`config.mk`:
```
export PLATFORM = sky130hd
export DESIGN_NAME = video_mode_sequencer
export DESIGN_NICKNAME = d
export VERILOG_FILES = /design/src/rtl/video_pkg.sv /design/src/rtl/video_mode_sequencer_vsync_edge_watchdog.sv /design/src/rtl/video_mode_sequencer.sv
export SDC_FILE = /design/constraint.sdc
export NUM_CORES = 1
export LEC_CHECK = 0
export CAP_MARGIN = 20
export CORE_UTILIZATION = 49
export DETAILED_ROUTE_END_ITERATION = 16
export PLACE_DENSITY = 0.8
export REMOVE_ABC_BUFFERS = 1
export SKIP_LAST_GASP = 1
export SYNTH_ARGS = -nofsm -noshare
export SYNTH_HDL_FRONTEND = slang
export SYNTH_HIERARCHICAL = 1
export SYNTH_SLANG_ARGS = --single-unit
```
`constraint.sdc`:
```
create_clock -name clk_sys -period 3.4 [get_ports clk_sys]
set_input_delay 0.51 -clock clk_sys [delete_from_list [all_inputs] [get_ports clk_sys]]
set_output_delay 0.51 -clock clk_sys [all_outputs]
set_load 0.05 [all_outputs]
```
`src/rtl/video_pkg.sv`:
```
// Shared types for the video mode sequencer: FSM states, the mixer
// configuration bundle and the major/minor classification helper.
package video_pkg;

    typedef enum logic [1:0] {
        IDLE,
        BLANK,
        APPLY,
        SETTLE
    } state_t;

    typedef struct packed {
        logic [1:0] scanlines;
        logic       sd_disable;
        logic       hq2x;
        logic       ypbpr;
        logic       ypbpr_full;
    } vid_cfg_t;

    // Fields that alter sync timing or the doubler path; these need blanking.
    function automatic logic major_diff(vid_cfg_t a, vid_cfg_t b);
        return (a.sd_disable != b.sd_disable) ||
               (a.hq2x       != b.hq2x)       ||
               (a.ypbpr      != b.ypbpr);
    endfunction

endpackage

```
`src/rtl/video_mode_sequencer_vsync_edge_watchdog.sv`:
```
// Frame-edge detector on the VSync falling edge; with VIDEO_MODE_SEQ_WATCHDOG_EN
// defined, also emits a synthetic edge after VS_TIMEOUT cycles without one.
module vsync_edge_watchdog #(
    parameter logic [23:0] VS_TIMEOUT = 24'd2_000_000
) (
    input  logic clk_sys,
    input  logic reset,
    input  logic VSync,
    output logic fe
);

    logic old_vs;
    logic vs_fall;

    always_ff @(posedge clk_sys) begin
        if (reset)
            old_vs <= 1'b0;
        else
            old_vs <= VSync;
    end

    assign vs_fall = old_vs & ~VSync;

`ifdef VIDEO_MODE_SEQ_WATCHDOG_EN
    logic [23:0] wd_cnt;
    logic        timeout;

    assign timeout = (wd_cnt == VS_TIMEOUT - 24'd1);
    assign fe      = vs_fall | timeout;

    always_ff @(posedge clk_sys) begin
        if (reset || fe)
            wd_cnt <= '0;
        else
            wd_cnt <= wd_cnt + 24'd1;
    end
`else
    assign fe = vs_fall;
`endif

endmodule

```
`src/rtl/video_mode_sequencer.sv`:
```
// Applies OSD-requested mixer settings on VSync boundaries, wrapping sync-affecting
// changes in a blank/apply/settle sequence. Optional: VIDEO_MODE_SEQ_WATCHDOG_EN.
import video_pkg::*;

module video_mode_sequencer #(
    parameter int unsigned BLANK_FRAMES  = 2,
    parameter int unsigned SETTLE_FRAMES = 3,
    parameter logic [23:0] VS_TIMEOUT    = 24'd2_000_000
) (
    input  logic       clk_sys,
    input  logic       reset,
    input  logic       VSync,
    input  logic [1:0] req_scanlines,
    input  logic       req_sd_disable,
    input  logic       req_hq2x,
    input  logic       req_ypbpr,
    input  logic       req_ypbpr_full,
    output logic [1:0] scanlines,
    output logic       scandoubler_disable,
    output logic       hq2x,
    output logic       ypbpr,
    output logic       ypbpr_full,
    output logic       blank,
    output logic       busy
);

    localparam logic [3:0] BLANK_CNT  = 4'(BLANK_FRAMES);
    localparam logic [3:0] SETTLE_CNT = 4'(SETTLE_FRAMES);

    if (BLANK_FRAMES < 1 || BLANK_FRAMES > 15 || SETTLE_FRAMES < 1 ||
        SETTLE_FRAMES > 15 || VS_TIMEOUT == 24'd0) begin : g_bad_param
        $error("video_mode_sequencer: frame counts must be 1..15, VS_TIMEOUT nonzero");
    end

    state_t     state, state_nxt;
    logic [3:0] frame_cnt, cnt_nxt;
    vid_cfg_t   cfg, cfg_nxt, req;
    logic       fe;

    assign req = {req_scanlines, req_sd_disable, req_hq2x, req_ypbpr, req_ypbpr_full};

    vsync_edge_watchdog #(
        .VS_TIMEOUT(VS_TIMEOUT)
    ) u_edge (
        .clk_sys(clk_sys),
        .reset  (reset),
        .VSync  (VSync),
        .fe     (fe)
    );

    always_ff @(posedge clk_sys) begin
        if (reset) begin
            state     <= SETTLE;
            frame_cnt <= SETTLE_CNT;
            cfg       <= '0;
        end else begin
            state     <= state_nxt;
            frame_cnt <= cnt_nxt;
            cfg       <= cfg_nxt;
        end
    end

    always_comb begin
        state_nxt = state;
        cnt_nxt   = frame_cnt;
        cfg_nxt   = cfg;
        case (state)
            IDLE: begin
                if (fe) begin
                    if (major_diff(req, cfg)) begin
                        state_nxt = BLANK;
                        cnt_nxt   = BLANK_CNT;
                    end else begin
                        cfg_nxt.scanlines  = req.scanlines;
                        cfg_nxt.ypbpr_full = req.ypbpr_full;
                    end
                end
            end
            BLANK: begin
                if (fe) begin
                    if (frame_cnt == 4'd1)
                        state_nxt = APPLY;
                    else
                        cnt_nxt = frame_cnt - 4'd1;
                end
            end
            APPLY: begin
                cfg_nxt   = req;
                state_nxt = SETTLE;
                cnt_nxt   = SETTLE_CNT;
            end
            SETTLE: begin
                if (fe) begin
                    // A major request that moved during settle is re-applied without re-blanking.
                    if (frame_cnt == 4'd1)
                        state_nxt = major_diff(req, cfg) ? APPLY : IDLE;
                    else
                        cnt_nxt = frame_cnt - 4'd1;
                end
            end
            default: state_nxt = SETTLE;
        endcase
    end

    assign scanlines           = cfg.scanlines;
    assign scandoubler_disable = cfg.sd_disable;
    assign hq2x                = cfg.hq2x;
    assign ypbpr               = cfg.ypbpr;
    assign ypbpr_full          = cfg.ypbpr_full;
    assign blank               = (state != IDLE);
    assign busy                = (state != IDLE);

endmodule
```
==> results of run 1 <==
## power by group
part           switching, mW  internal [mW]
sequential           0.00100          0.154
clock                 0.0523         0.0454
combinational         0.0123         0.0128
## stage by stage
step	utilization	cells	worst slack [ps]
finish	0.726	102	1110
global route	0.726	102	1030
CTS	0.726	102	1110
detailed placement	0.704	98	1280
global placement	0.704	98	1320
floorplan	-	68	1700
## registers in the layout, summed over array words and instances (netlist names)
signal	count
u_edge/old_vs	1
scanlines	2
frame_cnt	4
ypbpr_full	1
scandoubler_disable	1
hq2x	1
state	2
ypbpr	1
## cell usage in the layout (no fill, tap or decap), types with 2 or more instances in the layout
cell	Yosys	layout
xor2_1	2	2
dfxtp_1	13	13
nand2b_1	3	3
o31a_1	2	2
clkdlybuf4s50_1	0	16
mux2i_1	3	3
nand2_1	7	7
nor2b_1	3	3
clkbuf_4	0	3
inv_1	3	3
ha_1	2	2
o21ai_0	2	2
a21oi_1	6	6
o21ai_1	2	2
a211oi_1	2	2
nor2_1	5	5
## layout make-up
class,instances,area (sq um),area share
multi-input combinational,52,375,0.441
clock buffer,4,26.3,0.0309
timing repair buffer,16,160,0.188
tap,14,17.5,0.0206
sequential,13,260,0.306
inverter,3,11.3,0.0132
## cell families after synthesis
family | after synthesis | synth area share
adders and majority gates | 2 | 0.0380
muxes | 3 | 0.0456
xor gates and xnor gates | 3 | 0.0513
DFF | 13 | 0.395
buffers and inverters | 5 | 0.0342
and+or+nand+nor | 26 | 0.224
AOI/OAI and AO/OA | 18 | 0.211
## metal layers
metal  vias up  wire (microns)  GRT usage  part of all wire
met2        10             635      0.346              0.49
li1        281               -          -                 -
met3         0              35     0.0520             0.027
met1       256             637      0.284              0.49
met4         0               0      0.103                 0
met5         -               0          0                 0
## worst max-delay path, delay by kind of cell (launching register included)
kind | cells | cell delay, ps
and+or+nand+nor | 1 | 200
buffers and inverters | 1 | 800
DFF | 1 | 510
## final timing paths
| check | end | slack, ps | cells past startpoint |
|---|---|---|---|
| worst max-delay path | blank | 1110 | 2 |
| worst min register to register | hq2x | 490 | 2 |
| worst max register to register | frame_cnt[3] | 1780 | 6 |
| worst min-delay path | hq2x | 490 | 2 |
==> metrics.md, run 1 <==
| Metric | Value |
|---|---|
| Outcome | finished clean |
| Post-CTS Setup Inserts | 0 |
| Largest net degree at the start of global routing | 13 |
| First-pass GRT wire length | 2200 microns |
| Top-count cell post-synth | dfxtp_1 |
| Filler instances | 85 |
| Initial antenna violation count | 0 |
| CP arrival | 1780 ps |
| Syn-to-layout area delta | 29.3% |
| Layout Cell Area excl Fill | about 850 sq um |
| Critical Path Fanout Max | 9 |
| Leak | 0.340 nW |
| Post-synthesis cell area | 658 sq um |
| Port bufs | 16 |
| Slew Limit Fails | 0 |
| Setup TNS Final | 0 ps |
| Largest cells by area after synthesis | dfxtp_1, a21oi_1, mux2i_1 |
| CTS Root Cell | clkbuf_4 |
| Num CTS Buffers | 3 |
| CTS tree | done |
| Syn Inst Count | 70 |
| RSZ-0062 raised after global routing | false |
| Worst path max stage delay | 800 ps |
| HP Class | register to register |
| P per Cell Area | approximately 330 nW/um^2 |
| RR Startpoint | frame_cnt[1] |
| Starting density of the core | 0.562 |
| Startpoint types | register |
| DP HPWL | 962 microns |
| Yosys warns | 6 |
| Fraction of layout cells with a size suffix above 1 | 0.125 |
| Register bit total from synthesis | 13 |
| Critical Path End Type | primary output |
| First-pass DRT Iterations | 4 |
| Worst hold start | hq2x |
| Hold Worst Slack | 485 ps |
| DIE AREA | ~1500 sq um |
| Syn_area_per_cell | 9.40 sq um |
| Post-CTS sizing | 0 |
| Number of diodes | 0 |
| Post-DP Area | approximately 820 sq um |
| RD Place Congestion | ~0.8 |
| Period utilization | 0.674 |
| Crit path cell chain | or2_2, clkdlybuf4s50_1 |
| Vias | 547 |
| Die W | 38.7 microns |
| Antenna viol nets, final | 0 |
| Clock skew | 6.03 ps |
| GRT Total Usage | 0.221 |
| Endpoints failing hold | 0 |
| Max rail drop VDD | 0.260 mV |
| FFs w/ async S/R, synth | 0 |
| Slew @ Worst Pin | around 500 ps |
| Layout net count | 100 |
| H-Tree Depth | 1 |
| Clk sink count | 13 |
| Share of the synthesized area in the top cell type | 0.395 |
| CP Launch Point | state[0] |
| Vias per cell | 5.36 |
| Slew Limit Headroom | 0.656 |
| DRT iter0 DRCs | 7 |
| Worst EP required | 2890 ps |
| I/O pin cnt | 17 |
| Setup violators final | 0 |
| # DRC | 0 |
| CP max-delay cell | clkdlybuf4s50_1 |
| Number of global-route vias before repair | a little over 500 |
| Overall die height | 38.7 microns |
| Sequential share of the synthesized area | 0.395 |
| Core Area | 1170 sq um |
| Design Power | 277 uW |
| Final wirelength | about 1300 microns |
| Prevailing post-synth register cell | dfxtp_1 |
| Max Buffers Root-to-Sink | 2 |
| Area leader, netlist | dfxtp_1 |
| Top post-synthesis cells by count | dfxtp_1, nand2_1, a21oi_1 |
| Row cnt | 12 |
| Final min period | 2290 ps |
| Worst-path clk slew | 90 ps |
| Achievable frequency | 437 MHz |
| Routed WL per cell | 12.8 microns |
| Maxcap violations | 0 |
| Kind of critical path | register to primary output |
| Yosys cell types | 29 |
| Latest clock arrival within the worst-skew pair | 270 ps |
| Hold Buf Count CTS | 0 |
| GRT overflow | 0 |
| Post-synth EDFFs | 0 |
(Power assumes the default switching activity.)
==> inputs of run 2 (changes only) <==
--- a/config.mk
+++ b/config.mk
@@ -6,9 +6,9 @@
 export NUM_CORES = 1
 export LEC_CHECK = 0
 export CAP_MARGIN = 20
-export CORE_UTILIZATION = 49
+export CORE_UTILIZATION = 41
 export DETAILED_ROUTE_END_ITERATION = 16
-export PLACE_DENSITY = 0.8
+export PLACE_DENSITY = 0.72
 export REMOVE_ABC_BUFFERS = 1
 export SKIP_LAST_GASP = 1
 export SYNTH_ARGS = -nofsm -noshare
==> constraint.sdc (replaced) <==
create_clock -name clk_sys -period 1.9 [get_ports clk_sys]
set_input_delay 0.285 -clock clk_sys [delete_from_list [all_inputs] [get_ports clk_sys]]
set_output_delay 0.285 -clock clk_sys [all_outputs]
set_load 0.05 [all_outputs]
==> run 2 against run 1 <==
- critical path depth down 1
- sequential power increased by 79%
- non-clock buffer count is 2 higher
- largest cell class unchanged
- highest routed layer is now met4
==> metrics.md, run 2 (synthesized netlist as in run 1, its figures left out) <==
| Metric | Value |
|---|---|
| Outcome | finished clean |
| Initial antenna violation count | 0 |
| Number of diodes | 0 |
| GRT overflow | 0 |
| Row cnt | 14 |
| Place WS | 29.7 ps |
| RSZ-0062 raised after global routing | false |
| Setup violators final | 0 |
| Largest net degree at the start of global routing | 10 |
| CP delay by family, top | buffers and inverters |
| Die W | ~42 microns |
| DP HPWL | approximately 1000 microns |
| # DRC | 0 |
| CTS tree | done |
| Endpoints failing hold | 0 |
| Antenna viol nets, final | 0 |
| Slew Limit Headroom | 0.662 |
| Core Area | 1510 sq um |
| Worst EP required | roughly 1600 ps |
| Maxcap violations | 0 |
| PnR worst setup slack | 112 ps |
| P per Cell Area | 575 nW/um^2 |
| R2R depth | 6 |
| Multi-input logic area | roughly 380 sq um |
| Achievable frequency | ~560 MHz |
| Max rail drop VDD | 0.406 mV |
| Number of global-route vias before repair | 519 |
| Critical Path End Type | primary output |
| Fraction of layout cells with a size suffix above 1 | 0.167 |
| H-Tree Depth | 1 |
| Startpoint types | register |
| Period utilization | 0.941 |
| CTS Root Cell | clkbuf_4 |
| Worst path max stage delay | 830 ps |
| Layout net count | slightly above 100 |
| Commonest non-fill, non-tap cells in the layout | clkdlybuf4s50_1, dfxtp_1, nand2_1, a21oi_1, nor2_1 |
| DIE AREA | 1770 sq um |
| FF-to-FF setup slack | 270 ps |
| DRT iter0 DRCs | 5 |
| Crit path cell chain | clkdlybuf4s50_1 |
| Hold Buf Count CTS | 0 |
| Seq. cell area | 260 sq um |
| Slew @ Worst Pin | 506 ps |
| I/O pin cnt | 17 |
| Vias | 573 |
| First-pass DRT Iterations | 4 |
| Design Power | 496 uW |
| Post-CTS sizing | 0 |
| HP Class | register to register |
| Syn-to-layout area delta | 31.2% |
| Hold path depth | 2 |
| Max Buffers Root-to-Sink | 2 |
| Vias per cell | about 5.4 |
| Final wirelength | approximately 1300 microns |
| Clock skew | 2.93 ps |
| Commonest non-fill, non-tap cell in the layout | clkdlybuf4s50_1 |
| Port bufs | 16 |
| Hold EP | hq2x |
| Leak | approximately 0.35 nW |
| RD Place Congestion | roughly 0.74 |
| First-pass GRT wire length | 2230 microns |
| Post-DP Area | 837 sq um |
| Slew Limit Fails | 0 |
| Reg-to-reg endpoint | frame_cnt[2] |
| Starting density of the core | 0.437 |
| CP arrival | about 1500 ps |
| Routed WL per cell | 11.9 microns |
| Layout Cell Area excl Fill | 863 sq um |
| Worst hold start | hq2x |
| Final min period | 1790 ps |
| Clk sink count | 13 |
| Filler instances | around 140 |
| Utilization after layout | 0.573 |
| Critical Path Fanout Max | 3 |
| CP max-delay cell | clkdlybuf4s50_1 |
| Largest Register | frame_cnt |
| Latest clock arrival within the worst-skew pair | between 200 and 300 ps |
| Setup TNS Final | 0 ps |
| Kind of critical path | register to primary output |
| Worst-path clk slew | 80 ps |
| GRT Total Usage | 0.174 |
| Num CTS Buffers | 3 |
| Buffers & Inverters on Critical Path | 1 |
| RR Startpoint | frame_cnt[1] |
| Max reg flops | 4 |
| Overall die height | 42.1 microns |
| Post-CTS Setup Inserts | 0 |
run 2: cell count changes in the layout (fill, tap and decap cells not counted), sizes merged:
cell / before / now
buf: 0 / 4
clkdlybuf4s50: 16 / 14
run 2: area by class of cell:
| type | count | share of cell area |
|---|---|---|
| multi-input cells | 52 | 0.435 |
| flip-flops and latches | 13 | 0.301 |
| repair buffers | 18 | 0.197 |
| clock buffers | 4 | 0.0304 |
| well taps | 16 | 0.0232 |
| inverters | 3 | 0.0130 |
run 2: how the worst max path moves through the flow:
| stage | startpoint | end | slack (ps) | depth (start not counted) |
|---|---|---|---|---|
| after floorplan | scandoubler_disable | scanlines[0] | 200 | 4 |
| after global placement | VSync | scanlines[1] | 80 | 6 |
| after detailed placement | VSync | scanlines[0] | 30 | 6 |
| after CTS | ypbpr | ypbpr | 90 | 1 |
| after global routing | ypbpr | ypbpr | 60 | 1 |
| final | ypbpr | ypbpr | 110 | 1 |
run 2: routing by layer:
layer / track usage / vias to the layer above / routed length, microns
met2: 0.244 / 18 / 566
met5: 0 / - / 0
met3: 0.0647 / 4 / 62
li1: - / 287 / -
met1: 0.230 / 264 / 603
met4: 0.0938 / 0 / 25
run 2: report_power, final:
group | internal, mW | total, mW | switching (mW)
clock network | 0.0815 | 0.173 | 0.0915
registers | 0.275 | 0.277 | 0.00191
logic | 0.0249 | 0.0463 | 0.0215
total | 0.381 | 0.496 | 0.115
run 2: metrics by stage:
| stage | hold WS [ps] | std cells |
|---|---|---|
| 3_5_place_dp | 479 | 102 |
| 5_1_grt | 521 | 106 |
| 2_1_floorplan | 351 | 68 |
| 4_1_cts | 492 | 106 |
| 3_3_place_gp | 466 | 102 |
| 6_report | 485 | 106 |
